[src/rtl/fnd_scan_pkg.sv]
// Shared types and constants for the FND scan decoder: digit slot record, FSM states, segment codes.
// No logic here; helpers are pure combinational functions.
// No flow control.
package fnd_scan_pkg;

    localparam int NUM_DIGITS = 4;
    localparam int DATA_W     = 14;

    typedef enum logic [1:0] {
        COLLECT = 2'd0,
        CONVERT = 2'd1,
        EMIT    = 2'd2
    } state_t;

    // Active-low g..a patterns as they appear on the bus
    localparam logic [6:0] SEG_0 = 7'h40;
    localparam logic [6:0] SEG_1 = 7'h79;
    localparam logic [6:0] SEG_2 = 7'h24;
    localparam logic [6:0] SEG_3 = 7'h30;
    localparam logic [6:0] SEG_4 = 7'h19;
    localparam logic [6:0] SEG_5 = 7'h12;
    localparam logic [6:0] SEG_6 = 7'h02;
    localparam logic [6:0] SEG_7 = 7'h78;
    localparam logic [6:0] SEG_8 = 7'h00;
    localparam logic [6:0] SEG_9 = 7'h10;

    typedef struct packed {
        logic       inv;
        logic [3:0] bcd;
    } digit_t;

    function automatic logic com_legal(input logic [3:0] com);
        return (com == 4'b1110) || (com == 4'b1101) ||
               (com == 4'b1011) || (com == 4'b0111);
    endfunction

    // Only meaningful when com_legal() holds
    function automatic logic [1:0] com_slot(input logic [3:0] com);
        logic [1:0] idx;
        case (com)
            4'b1110: idx = 2'd0;
            4'b1101: idx = 2'd1;
            4'b1011: idx = 2'd2;
            default: idx = 2'd3;
        endcase
        return idx;
    endfunction

endpackage

[src/rtl/fnd_seg_to_bcd.sv]
// Seven-segment (active-low g..a) pattern to BCD digit with an invalid flag.
// Purely combinational, zero latency.
// No flow control.
module fnd_seg_to_bcd
    import fnd_scan_pkg::*;
(
    input  logic [6:0] seg,
    output digit_t     digit
);

    always_comb begin
        digit.inv = 1'b0;
        digit.bcd = 4'd0;
        case (seg)
            SEG_0:   digit.bcd = 4'd0;
            SEG_1:   digit.bcd = 4'd1;
            SEG_2:   digit.bcd = 4'd2;
            SEG_3:   digit.bcd = 4'd3;
            SEG_4:   digit.bcd = 4'd4;
            SEG_5:   digit.bcd = 4'd5;
            SEG_6:   digit.bcd = 4'd6;
            SEG_7:   digit.bcd = 4'd7;
            SEG_8:   digit.bcd = 4'd8;
            SEG_9:   digit.bcd = 4'd9;
            default: digit.inv = 1'b1;
        endcase
    end

endmodule

[src/rtl/fnd_scan_decoder.sv]
// Decodes a sampled 4-digit multiplexed FND bus back to a 14-bit value; optional partial-frame timeout under FND_SCAN_TIMEOUT_EN.
// Latency: data/data_valid two cycles after the 4th digit capture.
// No backpressure: outputs are single-cycle pulses, the bus is sampled every cycle.
module fnd_scan_decoder
    import fnd_scan_pkg::*;
#(
    parameter int SETTLE_CYCLES  = 16,
    parameter int TIMEOUT_CYCLES = 1_000_000
) (
    input  logic              clk,
    input  logic              reset,
    input  logic [3:0]        fnd_com,
    input  logic [7:0]        fnd_data,
    output logic [DATA_W-1:0] data,
    output logic              data_valid,
    output logic              seg_error,
    output logic              frame_busy
);

    localparam int CNT_W = $clog2(SETTLE_CYCLES + 1);
    localparam logic [CNT_W-1:0] SETTLE_MAX = CNT_W'(SETTLE_CYCLES);

    generate
        if (SETTLE_CYCLES < 2 || TIMEOUT_CYCLES < 2) begin : g_bad_param
            $error("fnd_scan_decoder: SETTLE_CYCLES and TIMEOUT_CYCLES must be at least 2");
        end
    endgenerate

    logic [3:0]            com_q;
    logic [7:0]            seg_q;
    logic [CNT_W-1:0]      stab_cnt;
    logic                  dwell_done;
    logic [NUM_DIGITS-1:0] captured;
    digit_t                slot [NUM_DIGITS];
    state_t                state;

    digit_t                dec;
    logic                  changed;
    logic                  capture;
    logic [1:0]            cap_idx;
    logic                  any_inv;
    logic [DATA_W-1:0]     frame_value;

`ifdef FND_SCAN_TIMEOUT_EN
    localparam int TMO_W = $clog2(TIMEOUT_CYCLES);
    localparam logic [TMO_W-1:0] TMO_LAST = TMO_W'(TIMEOUT_CYCLES - 1);
    logic [TMO_W-1:0] tmo_cnt;
`endif

    fnd_seg_to_bcd u_seg_to_bcd (
        .seg   (seg_q[6:0]),
        .digit (dec)
    );

    assign changed    = {fnd_com, fnd_data} != {com_q, seg_q};
    assign capture    = (stab_cnt == SETTLE_MAX) && com_legal(com_q) && !dwell_done && (state == COLLECT);
    assign cap_idx    = com_slot(com_q);
    assign frame_busy = |captured;

    always_comb begin
        any_inv = 1'b0;
        for (int i = 0; i < NUM_DIGITS; i++) begin
            any_inv = any_inv | slot[i].inv;
        end
    end

    // Slots hold 0..9 when no invalid flag is set, so the sum tops out at 9999
    assign frame_value = DATA_W'(slot[3].bcd) * DATA_W'(1000)
                       + DATA_W'(slot[2].bcd) * DATA_W'(100)
                       + DATA_W'(slot[1].bcd) * DATA_W'(10)
                       + DATA_W'(slot[0].bcd);

    always_ff @(posedge clk or posedge reset) begin
        if (reset) begin
            com_q      <= 4'hF;
            seg_q      <= 8'hFF;
            stab_cnt   <= '0;
            dwell_done <= 1'b0;
            captured   <= '0;
            for (int i = 0; i < NUM_DIGITS; i++) begin
                slot[i] <= '0;
            end
            state      <= COLLECT;
            data       <= '0;
            data_valid <= 1'b0;
            seg_error  <= 1'b0;
`ifdef FND_SCAN_TIMEOUT_EN
            tmo_cnt    <= '0;
`endif
        end else begin
            com_q      <= fnd_com;
            seg_q      <= fnd_data;
            data_valid <= 1'b0;
            seg_error  <= 1'b0;

            if (changed) begin
                stab_cnt <= '0;
            end else if (stab_cnt != SETTLE_MAX) begin
                stab_cnt <= stab_cnt + 1'b1;
            end

            case (state)
                COLLECT: begin
                    if (&captured) begin
                        state <= CONVERT;
                    end
                end
                CONVERT: begin
                    if (any_inv) begin
                        seg_error <= 1'b1;
                    end else begin
                        data       <= frame_value;
                        data_valid <= 1'b1;
                    end
                    state <= EMIT;
                end
                EMIT: begin
                    captured <= '0;
                    for (int i = 0; i < NUM_DIGITS; i++) begin
                        slot[i].inv <= 1'b0;
                    end
                    state <= COLLECT;
                end
                default: state <= COLLECT;
            endcase

`ifdef FND_SCAN_TIMEOUT_EN
            // A complete frame already heading into CONVERT is never discarded
            if (data_valid || seg_error) begin
                tmo_cnt <= '0;
            end else if (tmo_cnt == TMO_LAST) begin
                tmo_cnt <= '0;
                if (frame_busy && (state == COLLECT) && !(&captured)) begin
                    captured  <= '0;
                    seg_error <= 1'b1;
                    for (int i = 0; i < NUM_DIGITS; i++) begin
                        slot[i].inv <= 1'b0;
                    end
                end
            end else begin
                tmo_cnt <= tmo_cnt + 1'b1;
            end
`endif

            if (capture) begin
                slot[cap_idx]     <= dec;
                captured[cap_idx] <= 1'b1;
            end

            // A new dwell re-arms capture even if the old one captured on this edge
            if (changed) begin
                dwell_done <= 1'b0;
            end else if (capture) begin
                dwell_done <= 1'b1;
            end
        end
    end

endmodule

[config.mk]
export PLATFORM = sky130hd
export DESIGN_NAME = fnd_scan_decoder
export DESIGN_NICKNAME = d
export VERILOG_FILES = /design/src/rtl/fnd_scan_pkg.sv /design/src/rtl/fnd_seg_to_bcd.sv /design/src/rtl/fnd_scan_decoder.sv
export SDC_FILE = /design/constraint.sdc
export NUM_CORES = 1
export LEC_CHECK = 0
export BUFFER_PORTS_ARGS = -buffer_cell sky130_fd_sc_hd__buf_4
export CAP_MARGIN = 20
export CORE_MARGIN = 5
export CORE_UTILIZATION = 35
export DETAILED_ROUTE_END_ITERATION = 8
export GPL_TIMING_DRIVEN = 0
export PLACE_DENSITY = 0.6
export SKIP_CTS_REPAIR_TIMING = 1
export SLEW_MARGIN = 0
export SYNTH_ARGS = -nofsm -noshare
export SYNTH_HDL_FRONTEND = slang
export SYNTH_SLANG_ARGS = --single-unit
[constraint.sdc]
create_clock -name clk -period 4.3 [get_ports clk]
set_clock_uncertainty 0.1 [all_clocks]
set_input_delay 0.86 -clock clk [delete_from_list [all_inputs] [get_ports clk]]
set_output_delay 0.86 -clock clk [all_outputs]
set_load 0.01 [all_outputs]
==> reports/results.ini, run 1 <==
[clocking]
cts-root-buf=clkbuf_16
cts.clk_slew.worst_paths_ns=0.06
numCtsBuffers=9
clock_latency_ns=0.32
cts_sinks=60
tritoncts=yes
clk_path_buf_depth=2
htree_levels=3

[die]
die_h_um=119
dieArea_sq_um=14100
start_util=0.360
die_w_um=119
row_count=39
core-area_sq_um=11500
ioPinCount=31

[critical_path]
cpMostUsedCell=ha_4
critPathMaxStageDelay_ns=0.61
path_cells=fa_2 -> inv_2 -> fa_1 -> inv_2 -> ha_4 -> nor2b_4 -> o21ai_2 -> nand2_1 -> xnor2_1 -> ha_1 -> ha_4 -> ha_4 -> nand3_4 -> a31o_4 -> nand2_2 -> nand4b_1 -> xor2_1 -> o21ai_1
critPathArrivalTime_ns=4.29
cp-start-kind=register
cp_max_fo=5
required_ns=4.45
crit_family=adder cells
crit_buf_inv=2
end_kind=register
critical_path_class=register to register
crit_slowest_cell=fa_2

[place]
dp_hpwl_um=6130
io_buffers=30
globalplace.congestion=0.757
placedInstanceArea_sq_um=4590

[routing]
first_iter_violations=147
remaining_drc_errors=0
ant_nets=0
wl_per_cell_um=13.3
drt_wl_total_um=7960
drt_pre_antenna_iters=4
vias=2906
vias_per_cell=4.87

[final_layout]
layout_common_cells=dfrtp_1 (45), ha_1 (43), inv_1 (39), buf_4 (39), nand2_1 (37)
antenna_cells=0
layout_commonest_cell=dfrtp_1
nets=532
fill_cells=1069
areaGrowthSynthToFinish_pct=24.4
drive_gt1_frac=0.256
fin_area_sq_um=5150

[timing]
hold_viol=0
tightest_slew_ns=0.621
tns_ns=0
min_period_over_period=0.963
clock.fmax_mhz=241
fin_crit_ns=4.14
setup_viol=0
slew_viol_final=0
slew_headroom=0.582

[logic_synthesis]
synth_top_cells_by_area=dfrtp_1 (29%), ha_1 (16%), fa_1 (8.2%)
ys.flop_type=dfrtp_1
synth_cell_types=42
synth_edf_count=0
yosys.area.top_type_share=0.290
avgSynthCellArea_sq_um=10.4
yosysTopAreaCell=dfrtp_1
async_flop_share=1.00
netlist_instances=398
yosysSeqAreaShare=0.366
ys_seq_elements=60
yosysWarningCount=0
synth_fp_nets=481
syn_area_sq_um=4140

[global_route]
grt_max_degree=44
grt_usage=0.115
grt_use_met3=0.0229
grt_pass1_wl_um=13300
grt_most_used_layer=met2
met2_usage=0.186
grt_overflow=0
grt_pass1_vias=2845
antenna_found_initial=0
grt_use_met1=0.152

[pwr]
power.static_leakage_nw=2.55
powerDensity_nw_per_um2=274
peakVddDrop_mv=0.177

[min_path]
hold_path_class=register to register

[run]
maxCapViolCount=0

[status]
outcome=completed

-- worst paths after layout --
check / start / to / slack, ns / cells past startpoint
max in group asynchronous: reset / asynchronous set/reset pin / 3.10 / 3
worst max-delay path: register / data[13] / 0.16 / 18
worst max register to register: register / data[13] / 0.16 / 18
worst min-delay path: data[1] / data[1] / 0.37 / 2
worst min register to register: data[1] / data[1] / 0.37 / 2
min in group asynchronous: reset / stab_cnt[3] / 0.43 / 2
-- worst reg2reg max path, cell delays in order (launching register included) --
cell and delay [ns]:
dfrtp_2 0.45, fa_2 0.62, inv_2 0.05, fa_1 0.49
inv_2 0.05, ha_4 0.22, nor2b_4 0.13, o21ai_2 0.15
nand2_1 0.08, xnor2_1 0.17, ha_1 0.28, ha_4 0.23
ha_4 0.30, nand3_4 0.08, a31o_4 0.23, nand2_2 0.06
nand4b_1 0.11, xor2_1 0.16, o21ai_1 0.13
-- report_power, final --
| part | total [mW] | leakage (nW) | switching (mW) | internal, mW |
|---|---|---|---|---|
| clock | 0.775 | 0.156 | 0.264 | 0.511 |
| sequential | 0.581 | 0.792 | 0.00519 | 0.575 |
| combinational | 0.0547 | 1.60 | 0.0315 | 0.0232 |
-- synthesized netlist by cell type, types with 2 or more instances --
cell,count
a21o_1,7
nor2_1,17
o31ai_1,3
a22o_1,2
a21oi_1,16
xor2_1,21
nor3_1,5
xnor2_1,15
mux2i_1,5
o21ai_0,20
ha_1,52
clkbuf_1,8
inv_1,43
dfstp_2,12
nand2_1,38
nand2b_1,4
or3_1,2
a31oi_1,2
fa_1,17
nand3_1,10
nor4_1,4
o21bai_1,2
nand4b_1,2
nor3b_4,2
nor2b_1,8
nand4_1,2
dfrtp_1,48
o211ai_1,3
mux2_2,15
-- per-stage QoR --
| stage | power (mW) | setup slack [ns] | hold slack (ns) | util | instances |
|---|---|---|---|---|---|
| global placement | 0.642 | -0.223 | 0.358 | 0.397 | 571 |
| finish | 1.41 | 0.158 | 0.371 | 0.447 | 597 |
| floorplan | 0.623 | 0.0246 | 0.333 | - | 398 |
| CTS | 1.43 | -0.338 | 0.378 | 0.427 | 588 |
| global route | 1.46 | -0.0410 | 0.403 | 0.447 | 597 |
| detailed placement | 0.646 | -0.313 | 0.364 | 0.399 | 572 |
-- cells by family after synthesis --
group                    after synthesis  share of synthesized area
multiplexers                          20                     0.0529
XOR/XNOR                              36                     0.0762
flip-flops                            60                      0.366
AND/OR/NAND/NOR                      101                      0.130
buffers and inverters                 52                     0.0471
adder cells (fa/ha/maj)               69                      0.239
AO/OA/AOI/OAI                         60                     0.0879
-- routing by layer --
layer	vias to the layer above	wire [um]
li1	1448	-
met1	1397	3770
met2	50	3830
met3	11	241
met4	0	123
met5	-	0
-- area by class of cell --
type | count | area, sq um | area share
buffer | 9 | 33.8 | 0.00656
clock buffer | 9 | 225 | 0.0437
clock inverter | 7 | 98.8 | 0.0192
inverter | 43 | 161 | 0.0313
multi-input combinational | 286 | 2620 | 0.509
sequential | 60 | 1520 | 0.295
tap | 143 | 179 | 0.0347
timing repair buffer | 40 | 313 | 0.0607
Note: power is estimated with default switching activity, not from simulation.
==> run 2, diff against run 1 <==
CORE_UTILIZATION = 32   (was 35)
PLACE_DENSITY = 0.56   (was 0.6)
==> reports/results.ini, run 2 (synthesized netlist as in run 1, its figures left out) <==
[timing]
min_period_over_period=0.974  ; +0.0103
slew_headroom=0.577  ; -0.00491
slew_viol_final=0  ; unchanged
setup_viol=0  ; unchanged
hold_viol=0  ; unchanged
holdWs_ns=0.370  ; -0.00133 ns
worst_slack_ns=0.114  ; -0.0443 ns
fin_crit_ns=4.19  ; +0.0443 ns
tns_ns=0  ; unchanged
rsz0062_at_grt=true
clock.fmax_mhz=239  ; -1.1%
tightest_slew_ns=0.628  ; +0.00728 ns

[place]
io_buffers=30  ; unchanged
place_ws_ns=-0.314  ; -0.000871 ns
dp_hpwl_um=5970  ; -2.5%
globalplace.congestion=0.794  ; +4.9%

[routing]
remaining_drc_errors=0  ; unchanged
drt_wl_total_um=7780  ; -2.2%
drt_pre_antenna_iters=4  ; unchanged
wl_per_cell_um=12.5  ; -6.3%
vias=2844  ; -2.1%
first_iter_violations=137  ; -6.8%
vias_per_cell=4.57  ; -6.2%
ant_nets=0  ; unchanged

[clocking]
cts.clk_slew.worst_paths_ns=0.05  ; about the same
htree_levels=3  ; unchanged
clock_latency_ns=0.33  ; about the same
cts-root-buf=clkbuf_16
tritoncts=yes
clk_path_buf_depth=2  ; unchanged
numCtsBuffers=9  ; unchanged
cts_sinks=60  ; unchanged

[final_layout]
layout_common_cells=dfrtp_1 (46), ha_1 (44), inv_1 (40)
layout_commonest_cell=dfrtp_1
areaGrowthSynthToFinish_pct=22.9
nets=529  ; -0.56%
antenna_cells=0  ; unchanged
drive_gt1_frac=0.244  ; -0.0116

[die]
row_count=41  ; +5.1%
start_util=0.327  ; -0.0328
die_w_um=124  ; +4.2%
dieArea_sq_um=15300  ; +8.6%
die_h_um=124  ; +4.2%
ioPinCount=31  ; unchanged
core-area_sq_um=12700  ; +10%

[global_route]
grt_usage=0.108  ; -0.00649
antenna_found_initial=0  ; unchanged
grt_overflow=0  ; unchanged
grt_pass1_vias=2750  ; -3.3%
grt_pass1_wl_um=12900  ; -2.7%
grt_max_degree=41  ; -6.8%

[critical_path]
cp_max_fo=6  ; +1
cp-start-kind=register
critPathArrivalTime_ns=4.34  ; +0.05 ns
end_kind=register
critical_path_class=register to register
required_ns=4.45  ; about the same
reg2reg_slack_ns=0.11  ; -0.04 ns

[pwr]
power.static_leakage_nw=2.52  ; -1.2%
peakVddDrop_mv=0.156  ; -12%
power_mw=1.27  ; -9.7%
powerDensity_nw_per_um2=250  ; -8.5%

[status]
outcome=completed

[run]
maxCapViolCount=0  ; unchanged

[min_path]
hold_path_class=register to register

run 2: cell types whose count changed in the layout (fill, tap and decap cells not counted), moves of 2 or more:
| cell | before | now |
|---|---|---|
| inv_6 | 2 | 0 |
| ha_4 | 9 | 7 |
| clkinv_2 | 1 | 4 |
| bufinv_16 | 2 | 0 |
| buf_4 | 39 | 36 |
run 2: critical path, stage by stage (launching register included):
cell,delay [ns]
dfrtp_2,0.45
fa_1,0.59
inv_2,0.06
fa_1,0.49
inv_2,0.05
ha_4,0.22
nor2b_4,0.12
o21ai_2,0.14
nand2_1,0.09
xnor2_1,0.13
ha_1,0.31
ha_4,0.18
ha_4,0.28
a21oi_4,0.19
a21oi_1,0.09
o21bai_1,0.19
nand4b_1,0.15
xor2_1,0.16
o21ai_1,0.13
run 2: final timing paths:
check | start | endpoint | cells after the start
max in group asynchronous | reset | seg_q[6] | 3
min in group asynchronous | reset | stab_cnt[3] | 2
min reg2reg | data[0] | data[0] | 2
max reg2reg | register | data[13] | 18
max | register | data[13] | 18
min | data[0] | data[0] | 2
run 2: metrics by stage:
step	instance area, sq um	util	std cells
after floorplan	4170	-	398
after global placement	4610	0.364	600
after detailed placement	4630	0.365	601
after CTS	4900	0.386	617
after global routing	5090	0.402	623
final	5090	0.402	623
run 2: power by group:
group / leakage [nW] / internal, mW / total (mW) / switching, mW
Clock: 0.131 / 0.385 / 0.639 / 0.253
Combinational: 1.59 / 0.0232 / 0.0547 / 0.0315
Sequential: 0.794 / 0.576 / 0.581 / 0.00509
Total: 2.52 / 0.984 / 1.27 / 0.290
run 2: cell type report:
cell class | instances | area (sq um)
plain buffers | 9 | 33.8
multi-input cells | 286 | 2600
clock inverters | 7 | 43.8
well taps | 172 | 215
repair buffers | 37 | 290
flip-flops and latches | 60 | 1520
inverters | 43 | 161
fillers | 1238 | 7580
clock buffers | 9 | 225
run 2: routing by layer:
layer / up-vias / track usage / share of wire
li1: 1442 / - / -
met1: 1329 / 0.151 / 0.48
met2: 62 / 0.158 / 0.46
met3: 11 / 0.0250 / 0.043
met4: 0 / 0.0498 / 0.018
met5: - / 0 / 0
